$ cat config.mk
export PLATFORM = sky130hd
export DESIGN_NAME = mgmt_gpio_ctrl
export DESIGN_NICKNAME = d
export VERILOG_FILES = /design/src/rtl/mgmt_gpio_ctrl.sv
export SDC_FILE = /design/constraint.sdc
export NUM_CORES = 1
export LEC_CHECK = 0
export ABC_AREA = 1
export CORE_ASPECT_RATIO = 1.25
export CORE_UTILIZATION = 35
export DETAILED_ROUTE_END_ITERATION = 10
export HOLD_SLACK_MARGIN = 0.08
export MAX_ROUTING_LAYER = met4
export PLACE_DENSITY = 0.6
export SLEW_MARGIN = 5
export SYNTH_ARGS = -nofsm -noshare
export SYNTH_HDL_FRONTEND = slang
export SYNTH_SLANG_ARGS = --single-unit
$ cat constraint.sdc
create_clock -name core_clk -period 3.1 [get_ports core_clk]
set_input_delay 0.465 -clock core_clk [delete_from_list [all_inputs] [get_ports core_clk]]
set_output_delay 0.465 -clock core_clk [all_outputs]
set_load 0.05 [all_outputs]
$ cat src/rtl/mgmt_gpio_ctrl.sv
// Management GPIO pad controller: Wishbone registers, 2-flop input sync and a blink sequencer.
// Pad outputs are registered: they follow register/FSM updates on the next core_clk edge.
module mgmt_gpio_ctrl #(
  parameter int PERIOD_W    = 16,
  parameter int COUNT_W     = 8,
  parameter int SYNC_STAGES = 2
) (
  input  logic        core_clk,
  input  logic        core_rst,
  input  logic        wb_cyc_i,
  input  logic        wb_stb_i,
  input  logic        wb_we_i,
  input  logic [3:0]  wb_adr_i,
  input  logic [31:0] wb_dat_i,
  input  logic [3:0]  wb_sel_i,
  output logic [31:0] wb_dat_o,
  output logic        wb_ack_o,
  output logic        gpio_out_pad,
  output logic        gpio_oeb_pad,
  input  logic        gpio_in_pad,
  output logic        irq_o
);

  localparam logic [1:0] S_IDLE = 2'd0;
  localparam logic [1:0] S_HIGH = 2'd1;
  localparam logic [1:0] S_LOW  = 2'd2;

  logic                   r_ack;
  logic [31:0]            r_dat;
  logic                   r_out_val;
  logic                   r_oe;
  logic                   r_blink_en;
  logic                   r_done_ie;
  logic                   r_done;
  logic [PERIOD_W-1:0]    r_period;
  logic [PERIOD_W-1:0]    r_phase;
  logic [COUNT_W-1:0]     r_count;
  logic [COUNT_W-1:0]     r_remaining;
  logic                   r_inf;
  logic [1:0]             r_state;
  logic [SYNC_STAGES-1:0] r_sync;
  logic                   r_pad;
  logic                   r_oeb;

  logic [1:0]          w_state_nxt;
  logic                w_pad_nxt;
  logic                w_acc;
  logic                w_wr;
  logic                w_wr_ctrl;
  logic                w_wr_period;
  logic                w_wr_count;
  logic                w_wr_status;
  logic [15:0]         w_lane_mask;
  logic [PERIOD_W-1:0] w_reload;
  logic                w_phase_end;
  logic                w_last;
  logic                w_set_done;
  logic                w_sync_in;
  logic                w_busy;
  logic [31:0]         w_rdata;
  logic                w_unused;

  assign w_acc       = wb_cyc_i & wb_stb_i & ~r_ack;
  assign w_wr        = w_acc & wb_we_i & wb_sel_i[0];
  assign w_wr_ctrl   = w_wr & (wb_adr_i[3:2] == 2'd0);
  assign w_wr_period = w_wr & (wb_adr_i[3:2] == 2'd1);
  assign w_wr_count  = w_wr & (wb_adr_i[3:2] == 2'd2);
  assign w_wr_status = w_wr & (wb_adr_i[3:2] == 2'd3);
  assign w_lane_mask = {{8{wb_sel_i[1]}}, 8'hFF};
  assign w_unused    = ^{wb_adr_i[1:0], wb_sel_i[3:2], wb_dat_i[31:16]};

  assign w_reload    = (r_period == '0) ? PERIOD_W'(1) : r_period;
  assign w_phase_end = (r_phase == PERIOD_W'(1));
  assign w_last      = ~r_inf & (r_remaining == COUNT_W'(1));
  assign w_set_done  = (r_state == S_LOW) & r_blink_en & w_phase_end & w_last;
  assign w_sync_in   = r_sync[SYNC_STAGES-1];
  assign w_busy      = (r_state != S_IDLE);

  assign wb_ack_o     = r_ack;
  assign wb_dat_o     = r_dat;
  assign gpio_out_pad = r_pad;
  assign gpio_oeb_pad = r_oeb;
  assign irq_o        = r_done & r_done_ie;

  always_ff @(posedge core_clk or posedge core_rst) begin
    if (core_rst) begin
      r_state <= S_IDLE;
      r_pad   <= 1'b0;
      r_oeb   <= 1'b1;
    end else begin
      r_state <= w_state_nxt;
      r_pad   <= w_pad_nxt;
      r_oeb   <= ~r_oe;
    end
  end

  // Clearing blink_en (firmware abort) drops the sequencer to IDLE from either phase.
  always_comb begin
    w_state_nxt = r_state;
    case (r_state)
      S_IDLE: if (r_blink_en) w_state_nxt = S_HIGH;
      S_HIGH: begin
        if (!r_blink_en)      w_state_nxt = S_IDLE;
        else if (w_phase_end) w_state_nxt = S_LOW;
      end
      S_LOW: begin
        if (!r_blink_en)      w_state_nxt = S_IDLE;
        else if (w_phase_end) w_state_nxt = w_last ? S_IDLE : S_HIGH;
      end
      default: w_state_nxt = S_IDLE;
    endcase
  end

  always_comb begin
    w_pad_nxt = r_out_val;
    case (w_state_nxt)
      S_HIGH:  w_pad_nxt = 1'b1;
      S_LOW:   w_pad_nxt = 1'b0;
      default: w_pad_nxt = r_out_val;
    endcase
  end

  // COUNT is latched only at sequence start; PERIOD is sampled at every phase reload.
  always_ff @(posedge core_clk or posedge core_rst) begin
    if (core_rst) begin
      r_phase     <= '0;
      r_remaining <= '0;
      r_inf       <= 1'b0;
    end else begin
      case (r_state)
        S_IDLE: begin
          if (r_blink_en) begin
            r_phase     <= w_reload;
            r_remaining <= r_count;
            r_inf       <= (r_count == '0);
          end
        end
        S_HIGH: r_phase <= w_phase_end ? w_reload : r_phase - PERIOD_W'(1);
        S_LOW: begin
          if (w_phase_end) begin
            r_phase <= w_reload;
            if (w_last)      r_remaining <= '0;
            else if (!r_inf) r_remaining <= r_remaining - COUNT_W'(1);
          end else begin
            r_phase <= r_phase - PERIOD_W'(1);
          end
        end
        default: r_phase <= '0;
      endcase
    end
  end

  always_ff @(posedge core_clk or posedge core_rst) begin
    if (core_rst) begin
      r_out_val  <= 1'b0;
      r_oe       <= 1'b0;
      r_blink_en <= 1'b0;
      r_done_ie  <= 1'b0;
      r_done     <= 1'b0;
      r_period   <= '0;
      r_count    <= '0;
    end else begin
      if (w_wr_ctrl) begin
        r_out_val  <= wb_dat_i[0];
        r_oe       <= wb_dat_i[1];
        r_blink_en <= wb_dat_i[2];
        r_done_ie  <= wb_dat_i[3];
      end
      if (w_set_done) r_blink_en <= 1'b0;
      if (w_wr_period)
        r_period <= (r_period & ~w_lane_mask[PERIOD_W-1:0]) |
                    (wb_dat_i[PERIOD_W-1:0] & w_lane_mask[PERIOD_W-1:0]);
      if (w_wr_count)
        r_count <= (r_count & ~w_lane_mask[COUNT_W-1:0]) |
                   (wb_dat_i[COUNT_W-1:0] & w_lane_mask[COUNT_W-1:0]);
      if (w_set_done)                    r_done <= 1'b1;
      else if (w_wr_status & wb_dat_i[2]) r_done <= 1'b0;
    end
  end

  always_comb begin
    w_rdata = '0;
    case (wb_adr_i[3:2])
      2'd0: w_rdata[3:0] = {r_done_ie, r_blink_en, r_oe, r_out_val};
      2'd1: w_rdata[PERIOD_W-1:0] = r_period;
      2'd2: w_rdata[COUNT_W-1:0] = r_count;
      default: begin
        w_rdata[0]            = w_sync_in;
        w_rdata[1]            = w_busy;
        w_rdata[2]            = r_done;
        w_rdata[8 +: COUNT_W] = r_remaining;
      end
    endcase
  end

  always_ff @(posedge core_clk or posedge core_rst) begin
    if (core_rst) begin
      r_ack  <= 1'b0;
      r_dat  <= '0;
      r_sync <= '0;
    end else begin
      r_ack  <= w_acc;
      r_dat  <= w_acc ? w_rdata : 32'h0;
      r_sync <= {r_sync[SYNC_STAGES-2:0], gpio_in_pad};
    end
  end

endmodule
==> results of run 1 <==
-- metrics by stage --
stage	area, µm²	utilization (%)	hold WS (ns)
after floorplan	4457	-	0.3312
after global placement	4977	40.74	0.3376
after detailed placement	4977	40.74	0.3403
after CTS	5286	43.27	0.3551
after global routing	5286	43.27	0.3706
final	5286	43.27	0.3526
-- cells by family after synthesis --
kind of cell	synth area share, %
and+or+nand+nor	28.72
buffers and inverters	9.184
AOI/OAI and AO/OA	10.24
DFF	43.82
adders and majority gates	3.981
xor gates and xnor gates	2.189
muxes	1.791
other	0.08522
-- synth_stat cells, types with 2 or more instances --
cell | number | share of area, %
inv_1 | 52 | 4.4
a211oi_1 | 4 | 0.68
nor4_1 | 2 | 0.28
mux2_2 | 7 | 1.8
a31oi_1 | 3 | 0.43
buf_4 | 16 | 2.7
xnor2_1 | 4 | 0.80
o21ai_0 | 38 | 4.3
xor2_1 | 7 | 1.4
buf_2 | 3 | 0.34
nor2_4 | 4 | 1.0
nand2_4 | 5 | 1.3
clkinv_1 | 2 | 0.17
or2_2 | 2 | 0.28
o21ai_1 | 4 | 0.45
o21ai_2 | 4 | 0.80
nor2_1 | 39 | 3.3
nand2_1 | 196 | 17
dfrtp_1 | 76 | 43
o211ai_1 | 2 | 0.34
clkbuf_1 | 6 | 0.51
nand4_1 | 2 | 0.28
nand2_2 | 2 | 0.28
nand3_1 | 31 | 3.5
ha_1 | 14 | 4.0
nand3b_1 | 2 | 0.34
a21oi_1 | 24 | 2.7
nor2_2 | 5 | 0.71
-- report_power, final --
part	switching [µW]	total, µW	internal, µW
combinational	1040	1630	596
clock	437	1090	651
sequential	292	1540	1250
total	1770	4260	2490
-- cell type report --
type	count	area [µm²]	share of cell area, %
Clock buffer	10	239.0	4.521
Clock inverter	6	70.07	1.325
Inverter	55	211.5	4.000
Multi-Input combinational cell	423	2125	40.19
Sequential cell	77	1928	36.47
Tap cell	164	205.2	3.882
Timing Repair Buffer	51	508.0	9.609
-- routing by layer --
layer  GRT usage [%]  share of wire, %
met1           23.97                43
met2           30.44                50
met3           3.829               3.6
met4           8.487               3.4
met5               -                 0
-- worst paths after layout --
check	slack, ns	start	end	cells past startpoint
worst min-delay path	0.35	r_sync[0]	r_sync[1]	0
worst max-delay path	0.81	r_state[0]	gpio_out_pad	8
min in group asynchronous	0.52	core_rst	r_phase[8]	3
max in group asynchronous	2.21	core_rst	gpio_oeb_pad	3
worst min register to register	0.35	r_sync[0]	r_sync[1]	0
worst max register to register	0.81	r_state[0]	gpio_out_pad	8
==> reports/results.tsv, run 1 <==
stage	metric	value	unit
synthesis	netlist-cell-type-count	41	
worst_hold_path	hold_path_class	register to register	
layout	diodes	0	
layout	layoutNonFillerInstCount	786	
global_route	grt_first_pass_wirelength	18.60	mm
flow_run	maxCapViolCount	0	
drt	num_vias	3738	
drt	wl_per_cell	14.13	µm
place	pre_cts_ws	0.8247	ns
critical_path	critical_path_class	register to register	
synthesis	syn_area	4400	µm²
critical_path	end_kind	register	
timing	fin_crit_sh	73.80	%
clocking	clock_tree.buffer_depth	2	
timing	worst_pin_slew	0.5883	ns
floorplanning	io_pins	82	
place	portBuffers	45	
drt	drt_pass1_iterations	4	
synthesis	postSynth.asyncResetShare	100.0	%
drt	drt-initial-drc-count	208	
synthesis	syn-instance-count	569	
place	hpwl	8.427	mm
critical_path	path_cells	inv_1 -> ha_1 -> clkinv_1 -> nand2_1 -> nand3_1 -> a21oi_1 -> ha_1 -> mux2_2	
layout	syn_to_final_growth	20.13	%
floorplanning	fp.coreArea	12220	µm²
drt	drc	0	
clocking	clkSinkCount	77	
clocking	cts_tree	built	
power_and_ir_drop	leakage	0.002594	µW
layout	final_common_cell	nand2_1	
synthesis	ys.flop_type	dfrtp_1	
layout	layout_common_cells	nand2_1, dfrtp_1, inv_1	
timing	fmax	437.1	MHz
global_route	antenna_found_initial	0	
critical_path	startpoint_type	register	
clocking	hold_buffers	0	
clocking	cts_setup_buffers	0	
clocking	cts_buffers	9	
timing	fin_crit	2.288	ns
timing	tns	0	ns
layout	nNetsFinal	677	
timing	slew_headroom	60.63	%
global_route	grt_overflow_total	0	
timing	hold_viol_final	0	
power_and_ir_drop	peakVddDrop	0.0003149	V
floorplanning	die_y	127.4	µm
layout	drive_gt1_share	9.003	%
floorplanning	rows	45	
critical_path	path_buf_inv	2	
synthesis	yosysWarnings	0	
clocking	post_cts_resized	0	
clocking	cts_root_buffer	clkbuf_16	
critical_path	path_common_cell	ha_1	
outcome	status	finished, final reports clean	
critical_path	cp.required	3.32	ns
power_and_ir_drop	total_power	4261	µW
timing	worst_slack	0.8121	ns
global_route	grt_usage	19.35	%
timing	clock_skew	0.006046	ns
floorplanning	die_x	102.3	µm
drt	viasPerCell	4.756	
clocking	path_clk_slew	0.06	ns
clocking	clk-insertion-delay-late	0.34	ns
timing	drv_slew	0	
synthesis	synth_edf_count	0	
critical_path	path_delay_family	adder cells	
floorplanning	initial_core_util	36.02	%
drt	wl	11.10	mm
global_route	grt_pass1_vias	3663	
critical_path	critical_path_arrival	2.51	ns
synthesis	yosysSeqAreaShare	43.82	%
floorplanning	die_area	13030	µm²
layout	fill_cells	1246	
critical_path	slowest_stage	dfrtp_1	
global_route	grt_max_degree	78	
timing	grt_setup_unrepaired	false	
critical_path	critPathMaxFanout	10	
synthesis	ys_seq_elements	77	
place	place_inst	770	
clocking	h-tree-depth	3	
critical_path	critPathMaxStageDelay	0.42	ns
drt	ant_nets	0	
timing	finalSetupViolCount	0	
power_and_ir_drop	power.density	806.0	nW/µm²
synthesis	syn_avg_cell_area	7.734	µm²
place	gp_congestion	0.8986	
No activity file was read; power rests on OpenSTA's default activity.
==> run 2: changes to the inputs <==
Clock period 3.1 ns to 2.2 ns, I/O delays scaled along.
==> reports/results.tsv, run 2 (same netlist as run 1, synthesis figures left out) <==
stage	metric	value	unit	change
layout	layout_common_cells	nand2_1, dfrtp_1, inv_1		unchanged
drt	drt_pass1_iterations	4		unchanged
place	portBuffers	45		unchanged
global_route	grt_pass1_vias	3670		was 3,663
clocking	clkSinkCount	77		unchanged
layout	syn_to_final_growth	23.40	%	was 20.13%
drt	maxUsedRoutingLayer	met4		unchanged
place	place_inst	783		was 770
global_route	antenna_found_initial	0		unchanged
drt	ant_nets	0		unchanged
drt	drt-initial-drc-count	127		was 208
layout	final_common_cell	nand2_1		unchanged
clocking	clk-insertion-delay-late	0.34	ns	about the same
floorplanning	rows	45		unchanged
place	gp_congestion	0.9057		was 0.8986
critical_path	cp.required	2.42	ns	was 3.32 ns
timing	hold_viol_final	0		unchanged
timing	fin_crit	2.095	ns	was 2.288 ns
flow_run	maxCapViolCount	0		unchanged
layout	layoutNonFillerInstCount	801		was 786
clocking	cts_buffers	9		unchanged
layout	fill_cells	1216		was 1,246
drt	wl_met3	320	µm	was 395 µm
power_and_ir_drop	pwr-share-comb	40.1	%	was 38.4%
drt	dr_wl_met2	5.824	mm	was 5.596 mm
drt	met1_length	4.824	mm	was 4.730 mm
layout	final_util	44.44	%	was 43.27%
drt	drc	0		unchanged
floorplanning	die_x	102.3	µm	unchanged
floorplanning	io_pins	82		unchanged
clocking	clock_tree.buffer_depth	2		unchanged
timing	finalSetupViolCount	0		unchanged
global_route	grt_first_pass_wirelength	18.08	mm	was 18.60 mm
power_and_ir_drop	switchingPower	2499	µW	was 1767 µW
critical_path	critical_path_arrival	2.31	ns	was 2.51 ns
place	dpl_cell_area	5079	µm²	was 4977 µm²
critical_path	cp-startpoint	r_phase[1]		was r_state[0]
power_and_ir_drop	internal_power	3669	µW	was 2494 µW
critical_path	end_kind	register		unchanged
critical_path	startpoint_type	register		unchanged
layout	diodes	0		unchanged
timing	worst_pin_slew	0.5079	ns	was 0.5883 ns
place	hpwl	8.474	mm	was 8.427 mm
power_and_ir_drop	peakVddDrop	0.0004953	V	was 0.0003149 V
floorplanning	die_y	127.4	µm	unchanged
worst_hold_path	hold_path_class	register to register		unchanged
power_and_ir_drop	leakage	0.002675	µW	was 0.002594 µW
drt	num_vias	3811		was 3,738
critical_path	critPathMaxFanout	6		was 10
timing	drv_slew	0		unchanged
drt	viasPerCell	4.758		was 4.756
layout	nNetsFinal	692		was 677
global_route	grt_usage	18.69	%	was 19.35%
power_and_ir_drop	switching_share	40.52	%	was 41.48%
power_and_ir_drop	clkPwrFrac	25.6	%	was 25.5%
floorplanning	fp.coreArea	12220	µm²	unchanged
layout	final_area	5430	µm²	was 5286 µm²
drt	wl_per_cell	13.96	µm	was 14.13 µm
timing	fin_crit_sh	95.24	%	was 73.80%
timing	slew_headroom	66.03	%	was 60.63%
clocking	path_clk_slew	0.07	ns	was 0.06 ns
floorplanning	initial_core_util	36.02	%	unchanged
clocking	cts_tree	built		unchanged
outcome	status	finished, final reports clean		unchanged
timing	fmax	477.3	MHz	was 437.1 MHz
clocking	cts_root_buffer	clkbuf_16		unchanged
timing	clock_skew	0.01052	ns	was 0.006046 ns
timing	hold_slack	0.3599	ns	was 0.3526 ns
critical_path	reg2reg_from	r_phase[1]		was r_state[0]
worst_hold_path	worstHoldStart	r_sync[0]		unchanged
floorplanning	die_area	13030	µm²	unchanged
critical_path	critical_path_class	register to register		unchanged
power_and_ir_drop	seq_power_share	34.4	%	was 36.1%
global_route	grt_max_degree	78		unchanged
layout	drive_gt1_share	11.93	%	was 9.003%
power_and_ir_drop	power.density	1136	nW/µm²	was 806.0 nW/µm²
drt	wl	11.18	mm	was 11.10 mm
global_route	grt_overflow_total	0		unchanged
clocking	h-tree-depth	3		unchanged
run 2: cell types whose count changed in the layout (fill, tap and decap cells not counted), moves of 2 or more:
cell	before	now
clkinv_2	0	3
inv_6	2	0
nor2_1	39	37
buf_4	5	20
run 2: timing repair:
item / in CTS / in global routing
buffers inserted: 0 / 2
endpoints found under the setup margin: 0 / 1
hold buffers: 0 / 0
resized for setup: 0 / 6
run 2: worst max-delay path, stage by stage, from the launching register on:
cell and delay [ns]:
dfrtp_1 0.40, inv_1 0.09, ha_2 0.19, nand3_2 0.10
nor2_4 0.13, nand2_4 0.10, a21oi_2 0.14, o21ai_1 0.09
nand2_1 0.06, nand2_1 0.06, ha_1 0.28, mux2_2 0.32
run 2: per-stage QoR:
stage	TNS [ns]	setup WS (ns)	total power [µW]
after floorplan	0	0.2244	3904
after global placement	0	0.1234	4507
after detailed placement	0	0.09489	4561
after CTS	0	0.05643	6165
after global routing	-0.005530	-0.005530	6616
final	0	0.1047	6169
run 2: area by class of cell:
cell class,instances,area [µm²],share of cell area [%]
inverter,55,215.2,3.963
timing repair buffer,66,620.6,11.43
sequential,77,1928,35.51
clock buffer,9,225.2,4.147
clock inverter,7,90.09,1.659
tap,164,205.2,3.779
multi-input combinational,423,2146,39.52
run 2: worst paths after layout:
kind | cells after the start | endpoint | slack [ns]
min | 0 | r_sync[1] | 0.36
max | 11 | gpio_out_pad | 0.10
min in group asynchronous | 3 | r_phase[9] | 0.43
max reg2reg | 11 | gpio_out_pad | 0.10
min reg2reg | 0 | r_sync[1] | 0.36
max in group asynchronous | 3 | gpio_oeb_pad | 1.37
run 2: power by group through the flow:
stage               clock network [µW]  logic, µW  registers, µW
floorplan                            0       1780           2120
global placement                     0       2390           2120
detailed placement                   0       2430           2130
CTS                               1610       2440           2110
global route                      1660       2780           2170
finish                            1580       2470           2120
run 2: per-layer routing:
metal | track usage (%) | up-vias
li1 | - | 1902
met2 | 31.74 | 67
met1 | 21.92 | 1825
met3 | 3.446 | 17
met5 | - | -
met4 | 6.555 | 0
==> run 3: changes to the inputs <==
Settings changed: CORE_ASPECT_RATIO 1.25 to 0.7, CORE_MARGIN set to 8.
==> reports/results.tsv, run 3 (same netlist as run 1, synthesis figures left out) <==
stage	metric	value	unit	change
clocking	hold_buffers	0		unchanged
critical_path	critical_path_arrival	2.32	ns	was 2.31 ns
floorplanning	die_area	16470	µm²	was 13,030 µm²
floorplanning	rows	34		was 45
drt	ant_nets	0		unchanged
clocking	h-tree-depth	3		unchanged
place	hpwl	9.450	mm	was 8.474 mm
layout	syn_to_final_growth	23.51	%	was 23.40%
place	place_inst	785		was 783
layout	nNetsFinal	695		was 692
timing	hold_viol_final	0		unchanged
drt	drt-initial-drc-count	256		was 127
timing	slew_headroom	58.89	%	was 66.03%
timing	drv_slew	0		unchanged
layout	final_common_cell	nand2_1		unchanged
power_and_ir_drop	leakage	0.002677	µW	was 0.002675 µW
clocking	clock_tree.buffer_depth	2		unchanged
global_route	grt_usage	15.86	%	was 18.69%
layout	diodes	0		unchanged
critical_path	startpoint_type	register		unchanged
floorplanning	initial_core_util	35.67	%	was 36.02%
drt	drc	0		unchanged
floorplanning	io_pins	82		unchanged
clocking	clk-insertion-delay-late	0.34	ns	about the same
global_route	grt_first_pass_wirelength	19.51	mm	was 18.08 mm
layout	final_area	5435	µm²	was 5430 µm²
timing	worst_pin_slew	0.6154	ns	was 0.5079 ns
timing	fin_crit	2.095	ns	about the same
place	gp_congestion	0.9131		was 0.9057
place	dpl_cell_area	5119	µm²	was 5079 µm²
global_route	grt_overflow_total	0		unchanged
drt	drt_pass1_iterations	5		was 4
power_and_ir_drop	total_power	6070	µW	was 6169 µW
clocking	cts_buffers	9		unchanged
power_and_ir_drop	power.density	1117	nW/µm²	was 1136 nW/µm²
drt	viasPerCell	4.808		was 4.758
clocking	path_clk_slew	0.06	ns	was 0.07 ns
clocking	cts_root_buffer	clkbuf_16		unchanged
global_route	grt_max_degree	25		was 78
worst_hold_path	hold_path_class	register to register		unchanged
timing	grt_setup_unrepaired	false		
timing	tns	0	ns	unchanged
drt	num_vias	3856		was 3,811
critical_path	end_kind	register		unchanged
flow_run	maxCapViolCount	0		unchanged
timing	clock_skew	0.008182	ns	was 0.01052 ns
clocking	clkSinkCount	77		unchanged
layout	final_util	44.06	%	was 44.44%
layout	drive_gt1_share	12.19	%	was 11.93%
layout	layoutNonFillerInstCount	802		was 801
floorplanning	fp.coreArea	12340	µm²	was 12,220 µm²
drt	wl_per_cell	14.80	µm	was 13.96 µm
place	portBuffers	45		unchanged
timing	fin_crit_sh	95.20	%	was 95.24%
timing	fmax	477.4	MHz	was 477.3 MHz
drt	wl	11.87	mm	was 11.18 mm
power_and_ir_drop	peakVddDrop	0.0004735	V	was 0.0004953 V
critical_path	critPathMaxFanout	6		unchanged
global_route	grt_pass1_vias	3793		was 3,670
floorplanning	die_y	109.8	µm	was 127.4 µm
outcome	status	finished, final reports clean		unchanged
timing	finalSetupViolCount	0		unchanged
layout	layout_common_cells	nand2_1, dfrtp_1, inv_1		unchanged
critical_path	critical_path_class	register to register		unchanged
clocking	cts_tree	built		unchanged
global_route	antenna_found_initial	0		unchanged
floorplanning	die_x	150.0	µm	was 102.3 µm
critical_path	cp.required	2.42	ns	about the same
run 3: cell types whose count changed in the layout (fill, tap and decap cells not counted), sizes merged:
cell / before / now
inv: 51 / 53
clkinv: 6 / 5
clkbuf: 9 / 10
buf: 21 / 24
bufinv: 2 / 0
run 3: layout make-up:
type | instances | area, µm²
clock inverters | 6 | 46.29
multi-input cells | 423 | 2148
repair buffers | 69 | 655.6
inverters | 55 | 215.2
fillers | 1239 | 6902
well taps | 162 | 202.7
flip-flops and latches | 77 | 1928
clock buffers | 10 | 239.0
run 3: final timing paths:
check                           startpoint  cells past startpoint           end  slack, ns
worst max-delay path            r_phase[1]                     11  gpio_out_pad       0.11
worst min-delay path             r_sync[0]                      0     r_sync[1]       0.36
worst max register to register  r_phase[1]                     11  gpio_out_pad       0.11
worst min register to register   r_sync[0]                      0     r_sync[1]       0.36
max in group asynchronous         core_rst                      3  wb_dat_o[14]       1.20
min in group asynchronous         core_rst                      2   r_phase[11]       0.42
run 3: where the power goes:
part / total, µW / leakage (µW) / switching, µW / internal [µW]
clock network: 1400 / 0.000135 / 602 / 802
registers: 2120 / 0.000986 / 361 / 1760
logic: 2550 / 0.00156 / 1600 / 953
total: 6070 / 0.00268 / 2560 / 3510
run 3: critical path, stage by stage, from the launching register on:
cell     delay [ns]
dfrtp_1        0.40
inv_2          0.08
ha_4           0.13
nand3_1        0.09
nor2_2         0.19
nand2_4        0.12
nor2_4         0.13
nor2_1         0.05
nand3_1        0.08
a21oi_1        0.09
ha_1           0.30
mux2_2         0.33
run 3: per-layer routing:
layer	vias up	routed length, µm	share of wire, %	global-route usage (%)
met5	-	0	0	-
met3	12	596	5.0	3.372
met4	0	126	1.1	4.549
met2	115	4945	42	22.56
met1	1822	6199	52	22.21
li1	1907	-	-	-
run 3: through the flow:
stage / hold WS (ns) / setup slack, ns
2_1_floorplan: 0.3312 / 0.2244
3_3_place_gp: 0.3350 / 0.09314
3_5_place_dp: 0.3440 / 0.002019
4_1_cts: 0.3583 / 0.02483
5_1_grt: 0.3698 / 0.01340
6_report: 0.3552 / 0.1055
run 3: timing repair:
item | CTS | global route
pin swaps | 1 | 2
setup endpoints to repair | 1 | 1
buffers inserted | 0 | 1
resized for setup | 0 | 6
gates cloned | 0 | 0
